## config.mk

```make
export PLATFORM = sky130hd
export DESIGN_NAME = fifo
export DESIGN_NICKNAME = d
export VERILOG_FILES = /design/src/rtl/fifo_pkg.sv /design/src/rtl/fifo_mem.sv /design/src/rtl/fifo.sv
export SDC_FILE = /design/constraint.sdc
export NUM_CORES = 1
export LEC_CHECK = 0
export CAP_MARGIN = 20
export CELL_PAD_IN_SITES_DETAIL_PLACEMENT = 0
export CELL_PAD_IN_SITES_GLOBAL_PLACEMENT = 1
export CORE_MARGIN = 5
export CORE_UTILIZATION = 52
export DETAILED_ROUTE_END_ITERATION = 6
export PLACE_DENSITY = 0.89
export SYNTH_ARGS = -nofsm -noshare
export SYNTH_HDL_FRONTEND = slang
export SYNTH_SLANG_ARGS = --single-unit
```

## constraint.sdc

```tcl
create_clock -name clk -period 4.4 [get_ports clk]
set_input_delay 0.44 -clock clk [delete_from_list [all_inputs] [get_ports clk]]
set_output_delay 0.44 -clock clk [all_outputs]
set_load 0.05 [all_outputs]
```

## src/rtl/fifo_pkg.sv

```systemverilog
// Shared types and sizes for the command FIFO.
// Width and depth defaults used by fifo and its bench.
package fifo_pkg;

  localparam int FIFO_WIDTH = 5;
  localparam int FIFO_DEPTH = 8;

  typedef logic [FIFO_WIDTH-1:0] cmd_t;
  typedef logic [$clog2(FIFO_DEPTH):0] fifo_count_t;

endpackage

```

## src/rtl/fifo_mem.sv

```systemverilog
// FIFO storage array: synchronous write port,
// registered read port with async clear and hold.
module fifo_mem #(
  parameter int WIDTH = 5,
  parameter int AW    = 3
) (
  input  logic             clk,
  input  logic             rst_n,
  input  logic             wr_en,
  input  logic [AW-1:0]    wr_addr,
  input  logic [WIDTH-1:0] wr_data,
  input  logic             rd_en,
  input  logic [AW-1:0]    rd_addr,
  output logic [WIDTH-1:0] rd_data
);

  localparam int DEPTH = 1 << AW;

  logic [WIDTH-1:0] mem [DEPTH];

  // store an accepted write; contents survive reset
  always_ff @(posedge clk) begin
    if (wr_en) begin
      mem[wr_addr] <= wr_data;
    end
  end

  // output register updates only on an accepted read
  always_ff @(posedge clk or negedge rst_n) begin
    if (!rst_n) begin
      rd_data <= '0;
    end else if (rd_en) begin
      rd_data <= mem[rd_addr];
    end
  end

endmodule

```

## src/rtl/fifo.sv

```systemverilog
// Single-clock command FIFO with tail delete.
// Pointer, count and flag control around fifo_mem.
module fifo
  import fifo_pkg::*;
#(
  parameter int WIDTH = FIFO_WIDTH,
  parameter int DEPTH = FIFO_DEPTH
) (
  input  logic             clk,
  input  logic             rst,
  input  logic             we,
  input  logic             re,
  input  logic             del,
  input  logic [WIDTH-1:0] data_in,
  output logic [WIDTH-1:0] data_out,
  output logic             empty,
  output logic             full
);

  localparam int AW = $clog2(DEPTH);
  localparam int CW = AW + 1;
  localparam logic [CW-1:0] FULL_CNT = CW'(DEPTH);

  logic [AW-1:0] wr_ptr;
  logic [AW-1:0] rd_ptr;
  logic [CW-1:0] count;

  logic del_ok;
  logic wr_ok;
  logic rd_ok;

  assign empty = (count == '0);
  assign full  = (count == FULL_CNT);

  // delete wins; write/read judged on pre-edge count
  assign del_ok = del & ~empty;
  assign wr_ok  = ~del & we & ~full;
  assign rd_ok  = ~del & re & ~empty;

  // pointer and occupancy bookkeeping
  always_ff @(posedge clk or negedge rst) begin
    if (!rst) begin
      wr_ptr <= '0;
      rd_ptr <= '0;
      count  <= '0;
    end else if (del_ok) begin
      wr_ptr <= wr_ptr - AW'(1);
      count  <= count - CW'(1);
    end else begin
      if (wr_ok) begin
        wr_ptr <= wr_ptr + AW'(1);
      end
      if (rd_ok) begin
        rd_ptr <= rd_ptr + AW'(1);
      end
      case ({wr_ok, rd_ok})
        2'b10:   count <= count + CW'(1);
        2'b01:   count <= count - CW'(1);
        default: count <= count;
      endcase
    end
  end

  fifo_mem #(
    .WIDTH (WIDTH),
    .AW    (AW)
  ) u_mem (
    .clk     (clk),
    .rst_n   (rst),
    .wr_en   (wr_ok),
    .wr_addr (wr_ptr),
    .wr_data (data_in),
    .rd_en   (rd_ok),
    .rd_addr (rd_ptr),
    .rd_data (data_out)
  );

endmodule

```

==> results.toml, run 1 <==
[status]
outcome = "finished clean"

[cts]
cts_made_buffers = 5
clockBufferDepth = 2
cts_root_buffer = "clkbuf_8"
cts.repair.resized = 0
postCtsSetupRepairBufs = 0
cts_tree = "built"
htreeDepth = 2
clkSinkCount = 55
worstSkewPairLatency_ns = 0.31
cts.clk_slew.worst_paths_ns = 0.10
cts.hold.buffers_added = 0

[setup_path]
crit_fanout = 8
crit_path_end_kind = "output port"
crit_chain = "inv_1, ha_1, nor2b_2, and2_1, clkdlybuf4s50_1"
path_delay_family = "buffers and inverters"
cp_slowest_cell = "clkdlybuf4s50_1"
worstPathRequired_ns = 3.96
arrival_ns = 2.34
crit_path_max_incr_delay_ns = 0.80
r2r_setup_slack_ns = 1.99
crit_path_start_kind = "register"
critPathKind = "register to output port"
cp_num_buf_inv = 2

[grt]
grtUsageTotal = 0.157
grt_pass1_vias = 1372
grt_max_degree = 20
grt_pass1_wl_um = 7290
grt_antenna_before_repair = 0
grt.overflow.total = 0

[pwr]
clkPwrFrac = 0.175
p_sw_mw = 0.605
seq_power_share = 0.491
ir_drop_uv = 269
p_comb_frac = 0.334
switching_share = 0.366
p_int_mw = 1.05
leakage_nw = 0.957
p_per_area_mw_per_mm2 = 611

[yosys]
synth_ff_type = "edfxtp_1"
ys_async_sr_fraction = 0.273
synth_edf_count = 40
synth.distinct_cells = 42
synth_nets = 174
yosysWarningCount = 0
seq_area_frac_synth = 0.654
syn-instance-count = 160
avgSynthCellArea_um2 = 15.1
synth_area_mm2 = 0.00241
postSynthRegisterBits = 55

[detailed_routing]
via_per_inst = 5.76
dr.first_iter.drc_count = 141
topRoutingLayerUsed = "met4"
drt_first_pass_iters = 4
wl_met1_um = 1890
drc = 0
antenna_left = 0
finalWirelength_um = 4280
vias = 1325
wl_met2_um = 2170
routed-wl-met3_um = 158
wl_per_cell_um = 18.6

[place]
gp_congestion = 0.828
numPortBuffers = 16
dp_hpwl_um = 3110
place_inst = 221

[cells_and_area]
finalNonFillerCells = 230
diodes = 0
regArea_mm2 = 0.00158
drive_gt1_frac = 0.146
fin_nets = 191
area_growth_pct = 12.1
fillers = 313
multi_input_area_um2 = 762

[sta]
tns_ns = 0
fmax_ghz = 0.359
slew_viol_final = 0
tightest_slew_ns = 0.846
grt_setup_unrepaired = "false"
period_minus_slack_ns = 2.78
fin_skew_ns = 0.00734
timing.slew.headroom = 0.432
final_hold_viol_count = 0
period_share = 0.632
setup_viol = 0

[floorplanning]
die_x_um = 78.1
die_area_mm2 = 0.00610
rows = 24
start_util = 0.546
die_height_um = 78.1
ios = 17
core_area_mm2 = 0.00441

[min_path]
hp-class = "input pin to async pin"

[job]
drv_cap = 0
[layout make-up]
| class | count | share of cell area |
|---|---|---|
| Sequential cell | 55 | 0.583 |
| Multi-Input combinational cell | 89 | 0.282 |
| Timing Repair Buffer | 18 | 0.0639 |
| Clock buffer | 5 | 0.0255 |
| Tap cell | 52 | 0.0241 |
| Inverter | 8 | 0.0111 |
| Clock inverter | 3 | 0.0106 |
[registers in the layout, summed over array words and instances, names as in the netlist]
register	flops
count	4
rd_ptr	3
u_mem.mem	40
u_mem.rd_data	5
wr_ptr	3
[synthesized netlist by cell type (2+ instances only)]
library cell,n,share of area
a21oi_1,10,0.021
buf_2,5,0.010
dfrtp_1,15,0.16
edfxtp_1,40,0.50
ha_1,3,0.016
inv_1,8,0.012
mux2i_1,6,0.025
mux4_2,10,0.093
nand2_1,9,0.014
nor2_1,12,0.019
nor3_1,6,0.012
o21ai_0,2,0.0041
o21ai_1,2,0.0041
xnor2_1,3,0.011
xor2_1,2,0.0073
[kinds of logic after synthesis]
kind of cell,synth area share
buffers and inverters,0.0306
adder cells (fa/ha/maj),0.0239
multiplexers,0.123
AND/OR/NAND/NOR,0.0830
flip-flops,0.654
AO/OA/AOI/OAI,0.0680
XOR/XNOR,0.0182
[routing by layer]
metal	up-vias	track usage
met4	0	0.0507
li1	637	-
met5	-	0
met1	653	0.213
met2	31	0.248
met3	4	0.0423
[final timing paths]
kind                                  start          endpoint  cells after the start
setup / recovery                   count[1]              full                      5
hold / removal                          rst         wr_ptr[1]                      1
setup reg to reg                   count[1]   u_mem.mem[2][1]                      5
hold reg to reg            u_mem.rd_data[1]  u_mem.rd_data[1]                      2
max in group asynchronous               rst         rd_ptr[1]                      1
min in group clk           u_mem.rd_data[1]  u_mem.rd_data[1]                      2
[through the flow]
step	util	cell area, um2	power (mW)	hold WS [ns]	setup WS [ns]
2_1_floorplan	-	2410	1.23	0.144	2.28
3_3_place_gp	0.589	2600	1.35	0.504	1.81
3_5_place_dp	0.589	2600	1.38	0.522	1.60
4_1_cts	0.611	2700	1.66	0.548	1.62
5_1_grt	0.613	2700	1.77	0.588	1.47
6_report	0.613	2700	1.65	0.546	1.62
[power groups by stage]
stage	logic, mW	clock network, mW	registers (mW)
finish	0.553	0.289	0.811
global placement	0.537	0	0.810
CTS	0.555	0.298	0.812
floorplan	0.429	0	0.800
global route	0.604	0.324	0.838
detailed placement	0.554	0	0.823
[worst reg2reg max path: stages (launching register included)]
cell and delay [ns]:
dfrtp_1 0.50, inv_1 0.10, ha_1 0.24, nor2b_2 0.20
a21o_1 0.28, nor3_1 0.72
[placed cells by master (no fill, tap or decap), types with 2 or more instances in the layout]
cell | synthesis | layout
ha_1 | 3 | 3
clkdlybuf4s50_1 | 0 | 16
xnor2_1 | 3 | 3
clkbuf_8 | 0 | 5
inv_1 | 8 | 8
nand2_1 | 9 | 9
dfrtp_1 | 15 | 15
o21ai_1 | 2 | 2
nor3_1 | 6 | 6
xor2_1 | 2 | 2
o21ai_0 | 2 | 2
edfxtp_1 | 40 | 40
nor2_1 | 12 | 12
a21oi_1 | 10 | 10
mux2i_1 | 6 | 6
mux4_2 | 10 | 10
clkinv_4 | 0 | 2
(Power assumes the default switching activity.)
==> inputs of run 2 (changes only) <==
--- a/config.mk
+++ b/config.mk
@@ -9,9 +9,9 @@
 export CELL_PAD_IN_SITES_DETAIL_PLACEMENT = 0
 export CELL_PAD_IN_SITES_GLOBAL_PLACEMENT = 1
 export CORE_MARGIN = 5
-export CORE_UTILIZATION = 52
+export CORE_UTILIZATION = 48
 export DETAILED_ROUTE_END_ITERATION = 6
-export PLACE_DENSITY = 0.89
+export PLACE_DENSITY = 0.83
 export SYNTH_ARGS = -nofsm -noshare
 export SYNTH_HDL_FRONTEND = slang
 export SYNTH_SLANG_ARGS = --single-unit
==> constraint.sdc (replaced) <==
create_clock -name clk -period 2.8 [get_ports clk]
set_input_delay 0.28 -clock clk [delete_from_list [all_inputs] [get_ports clk]]
set_output_delay 0.28 -clock clk [all_outputs]
set_load 0.05 [all_outputs]
==> run 2 against run 1 <==
  * Sequential power up 57%
  * Worst setup slack got worse by 1.4 ns
  * Cell count is 8.3% higher
  * Via count up 2.9%
  * Power up 56%
  * Register-to-register slack worse by 1.3 ns
  * Global-route usage is 2.1 points lower
  * Clock skew grew 0.0046 ns
  * Critical path type unchanged
==> results.toml, run 2 (same netlist as run 1, synthesis figures left out) <==
[sta]
tns_ns = 0
finalWorstSetupSlack_ns = 0.198
slew_viol_final = 0
fmax_ghz = 0.384
fin_skew_ns = 0.0119
setup_viol = 0
timing.slew.headroom = 0.527
tightest_slew_ns = 0.709
period_share = 0.929
period_minus_slack_ns = 2.60
grt_setup_unrepaired = "false"
fin_hold_ws_ns = 0.369
final_hold_viol_count = 0

[setup_path]
worst-path-stages = 5
r2r_setup_slack_ns = 0.69
cp_slowest_cell = "clkdlybuf4s50_1"
arrival_ns = 2.32
rr_worst_depth = 8
startpoint = "count[1]"
r2r_end = "wr_ptr[2]"
crit_path_start_kind = "register"
crit_path_end = "full"
crit_fanout = 8
crit_chain = "inv_1, ha_1, nor2b_2, and2_1, clkdlybuf4s50_1"
critPathKind = "register to output port"
r2r_start = "count[1]"
path_delay_family = "buffers and inverters"
crit_path_max_incr_delay_ns = 0.80
worstPathRequired_ns = 2.52
crit_path_end_kind = "output port"
cp_num_buf_inv = 2

[grt]
grt_pass1_vias = 1273
grtUsageTotal = 0.137
grt_max_degree = 19
grt.overflow.total = 0
grt_pass1_wl_um = 6620
grt_antenna_before_repair = 0

[detailed_routing]
vias = 1363
wl_per_cell_um = 15.9
finalWirelength_um = 3970
drt_first_pass_iters = 4
drc = 0
antenna_left = 0
via_per_inst = 5.47
dr.first_iter.drc_count = 99

[cts]
postCtsSetupRepairBufs = 0
cts.clk_slew.worst_paths_ns = 0.10
htreeDepth = 2
clockBufferDepth = 2
cts.hold.buffers_added = 0
cts_tree = "built"
clkSinkCount = 55
worstSkewPairLatency_ns = 0.31
cts.repair.resized = 0
cts_root_buffer = "clkbuf_8"
cts_made_buffers = 5

[pwr]
p_per_area_mw_per_mm2 = 938
clkPwrFrac = 0.169
ir_drop_uv = 417
p_sw_mw = 0.929
seq_power_share = 0.491
switching_share = 0.360
leakage_nw = 0.975
p_comb_frac = 0.340
p_int_mw = 1.65

[cells_and_area]
regMostFlops = "u_mem.mem"
largest_registers = "u_mem.mem: 40 flops, u_mem.rd_data: 5 flops, count: 4 flops"
layout_commonest_cell = "edfxtp_1"
design_area_mm2 = 0.00275
drive_gt1_frac = 0.159
largest_register_ffs = 40
diodes = 0
area_growth_pct = 13.9
fin_nets = 195
mostFrequentLayoutCells = "edfxtp_1 (40), clkdlybuf4s50_1 (16), dfrtp_1 (15), nor2_1 (12)"

[floorplanning]
die_height_um = 80.9
rows = 25
start_util = 0.504
die_x_um = 80.9
die_area_mm2 = 0.00654
core_area_mm2 = 0.00479
ios = 17

[job]
drv_cap = 0

[place]
placed_cell_area_mm2 = 0.00266
dp_hpwl_um = 2960
numPortBuffers = 16
place_ws_ns = 0.542
gp_congestion = 0.902

[min_path]
hp-class = "input pin to async pin"

[status]
outcome = "finished clean"
-- run 2: changes by cell type in the layout (fill, tap and decap cells not counted), sizes merged --
cell / before / now
buf: 1 / 6
clkbuf: 6 / 5
clkinv: 2 / 1
inv: 9 / 10
-- run 2: power by group through the flow --
stage                     logic (mW)  clock network, mW  registers [mW]
after CTS                      0.882              0.452            1.27
after floorplan                0.674                  0            1.26
after global placement         0.860                  0            1.27
after global routing           0.961              0.483            1.30
after detailed placement       0.879                  0            1.29
final                          0.875              0.436            1.27
-- run 2: how the worst min path moves through the flow --
stage	startpoint	endpoint	slack, ns	depth (start not counted)
finish	rst	wr_ptr[1]	0.37	1
global route	rst	wr_ptr[1]	0.44	1
CTS	rst	wr_ptr[0]	0.39	1
detailed placement	u_mem.rd_data[4]	u_mem.rd_data[4]	0.52	2
global placement	u_mem.rd_data[3]	u_mem.rd_data[3]	0.51	2
floorplan	rst	count[0]	-0.02	0
-- run 2: per-layer routing --
metal / track usage / routed length (um) / vias to the layer above
li1: - / - / 648
met1: 0.200 / 1830 / 667
met2: 0.206 / 1850 / 44
met3: 0.0310 / 243 / 4
met4: 0.0405 / 40 / 0
met5: 0 / 0 / -
-- run 2: area by class of cell --
class | count | area [um2]
well taps | 67 | 83.8
repair buffers | 22 | 205
multi-input cells | 89 | 762
fillers | 377 | 2040
inverters | 8 | 30.0
clock inverters | 3 | 21.3
clock buffers | 5 | 68.8
flip-flops and latches | 55 | 1580
-- run 2: per-stage QoR --
step	util	total power [mW]	std cells
after floorplan	-	1.93	160
after global placement	0.555	2.13	241
after detailed placement	0.555	2.17	241
after CTS	0.574	2.60	249
after global routing	0.574	2.74	249
final	0.574	2.58	249
==> inputs of run 3 (changes only) <==
--- a/config.mk
+++ b/config.mk
@@ -8,7 +8,7 @@
 export CAP_MARGIN = 20
 export CELL_PAD_IN_SITES_DETAIL_PLACEMENT = 0
 export CELL_PAD_IN_SITES_GLOBAL_PLACEMENT = 1
-export CORE_MARGIN = 5
+export CORE_MARGIN = 2
 export CORE_UTILIZATION = 48
 export DETAILED_ROUTE_END_ITERATION = 6
 export PLACE_DENSITY = 0.83
==> run 3 against run 2 <==
  * First-iteration DRC count is 29% lower
  * Sequential share of layout area stayed put
  * Critical path type unchanged
  * Cell count stayed put
  * Largest cell class unchanged
  * Worst hold slack better by 0.031 ns
==> results.toml, run 3 (same netlist as run 1, synthesis figures left out) <==
[status]
outcome = "finished clean"

[detailed_routing]
finalWirelength_um = 4130
vias = 1359
antenna_left = 0
drc = 0
wl_per_cell_um = 16.6
via_per_inst = 5.46
drt_first_pass_iters = 4
dr.first_iter.drc_count = 70

[grt]
grt_pass1_vias = 1374
grt_pass1_wl_um = 6880
grt_antenna_before_repair = 0
grtUsageTotal = 0.169
grt.overflow.total = 0
grt_max_degree = 18

[floorplanning]
start_util = 0.504
core_area_mm2 = 0.00479
die_x_um = 74.9
ios = 17
die_area_mm2 = 0.00561
rows = 25
die_height_um = 74.9

[setup_path]
crit_path_end_kind = "output port"
crit_path_start_kind = "register"
rr_worst_depth = 6
r2r_end = "u_mem.mem[6][0]"
arrival_ns = 2.34
r2r_setup_slack_ns = 0.65
critPathKind = "register to output port"
crit_fanout = 8
r2r_start = "count[1]"
worstPathRequired_ns = 2.52

[sta]
timing.slew.headroom = 0.509
slew_viol_final = 0
final_hold_viol_count = 0
setup_viol = 0
period_minus_slack_ns = 2.62
tns_ns = 0
fmax_ghz = 0.382
tightest_slew_ns = 0.734
period_share = 0.936
grt_setup_unrepaired = "false"
fin_skew_ns = 0.00637

[cts]
cts.clk_slew.worst_paths_ns = 0.10
htreeDepth = 2
cts_tree = "built"
cts_made_buffers = 5
cts_root_buffer = "clkbuf_8"
postCtsSetupRepairBufs = 0
clockBufferDepth = 2
cts.hold.buffers_added = 0
worstSkewPairLatency_ns = 0.31
cts.repair.resized = 0
clkSinkCount = 55

[pwr]
seq_power_share = 0.491
p_sw_mw = 0.941
ir_drop_uv = 439
p_per_area_mw_per_mm2 = 943
power_mw = 2.59
p_int_mw = 1.65
switching_share = 0.363
p_comb_frac = 0.341
clkPwrFrac = 0.169
leakage_nw = 0.974

[cells_and_area]
area_growth_pct = 13.9
largest_registers = "u_mem.mem: 40 flops, u_mem.rd_data: 5 flops, count: 4 flops"
drive_gt1_frac = 0.159
mostFrequentLayoutCells = "edfxtp_1 (40), clkdlybuf4s50_1 (16), dfrtp_1 (15), nor2_1 (12)"
finalNonFillerCells = 249
largest_register_ffs = 40
diodes = 0
design_area_mm2 = 0.00275
layout_commonest_cell = "edfxtp_1"
regMostFlops = "u_mem.mem"
fin_nets = 195

[place]
dp_hpwl_um = 2960
gp_congestion = 0.815
place_inst = 241
placed_cell_area_mm2 = 0.00266
numPortBuffers = 16

[job]
drv_cap = 0

[min_path]
hp-class = "input pin to async pin"
run 3: power groups by stage:
stage	clock, mW	sequential, mW	combinational, mW
2_1_floorplan	0	1.26	0.674
3_3_place_gp	0	1.27	0.858
3_5_place_dp	0	1.29	0.884
4_1_cts	0.446	1.27	0.889
5_1_grt	0.482	1.30	0.959
6_report	0.437	1.27	0.883
run 3: per-layer routing:
metal	vias up	global-route usage	share of wire
li1	648	-	-
met1	679	0.244	0.48
met2	27	0.260	0.47
met3	5	0.0402	0.035
met4	0	0.0476	0.013
met5	-	0	0
run 3: cell type report:
class	count	area (um2)
clock inverters	2	17.5
flip-flops and latches	55	1580
fillers	382	2040
repair buffers	22	205
well taps	67	83.8
clock buffers	6	72.6
multi-input cells	89	762
inverters	8	30.0
run 3: stage by stage:
| step | hold WS (ns) | utilization | worst slack (ns) |
|---|---|---|---|
| 4_1_cts | 0.409 | 0.574 | 0.181 |
| 3_3_place_gp | 0.506 | 0.555 | 0.609 |
| 3_5_place_dp | 0.527 | 0.555 | 0.531 |
| 5_1_grt | 0.442 | 0.574 | 0.0630 |
| 2_1_floorplan | -0.0156 | - | 0.679 |
| 6_report | 0.400 | 0.574 | 0.180 |
run 3: worst max-delay path by stage:
stage,startpoint,endpoint,slack [ns],cells past startpoint
detailed placement,count[1],full,0.53,5
finish,count[1],empty,0.18,4
CTS,count[1],full,0.18,5
global placement,count[1],full,0.61,5
global route,count[0],empty,0.06,4
floorplan,count[1],u_mem.mem[0][0],0.68,6
run 3: worst max-delay path, cell delays in order, from the launching register on:
cell and delay, ns:
dfrtp_1 0.48, inv_1 0.11, ha_1 0.25, nor3b_4 0.34, clkdlybuf4s50_1 0.86
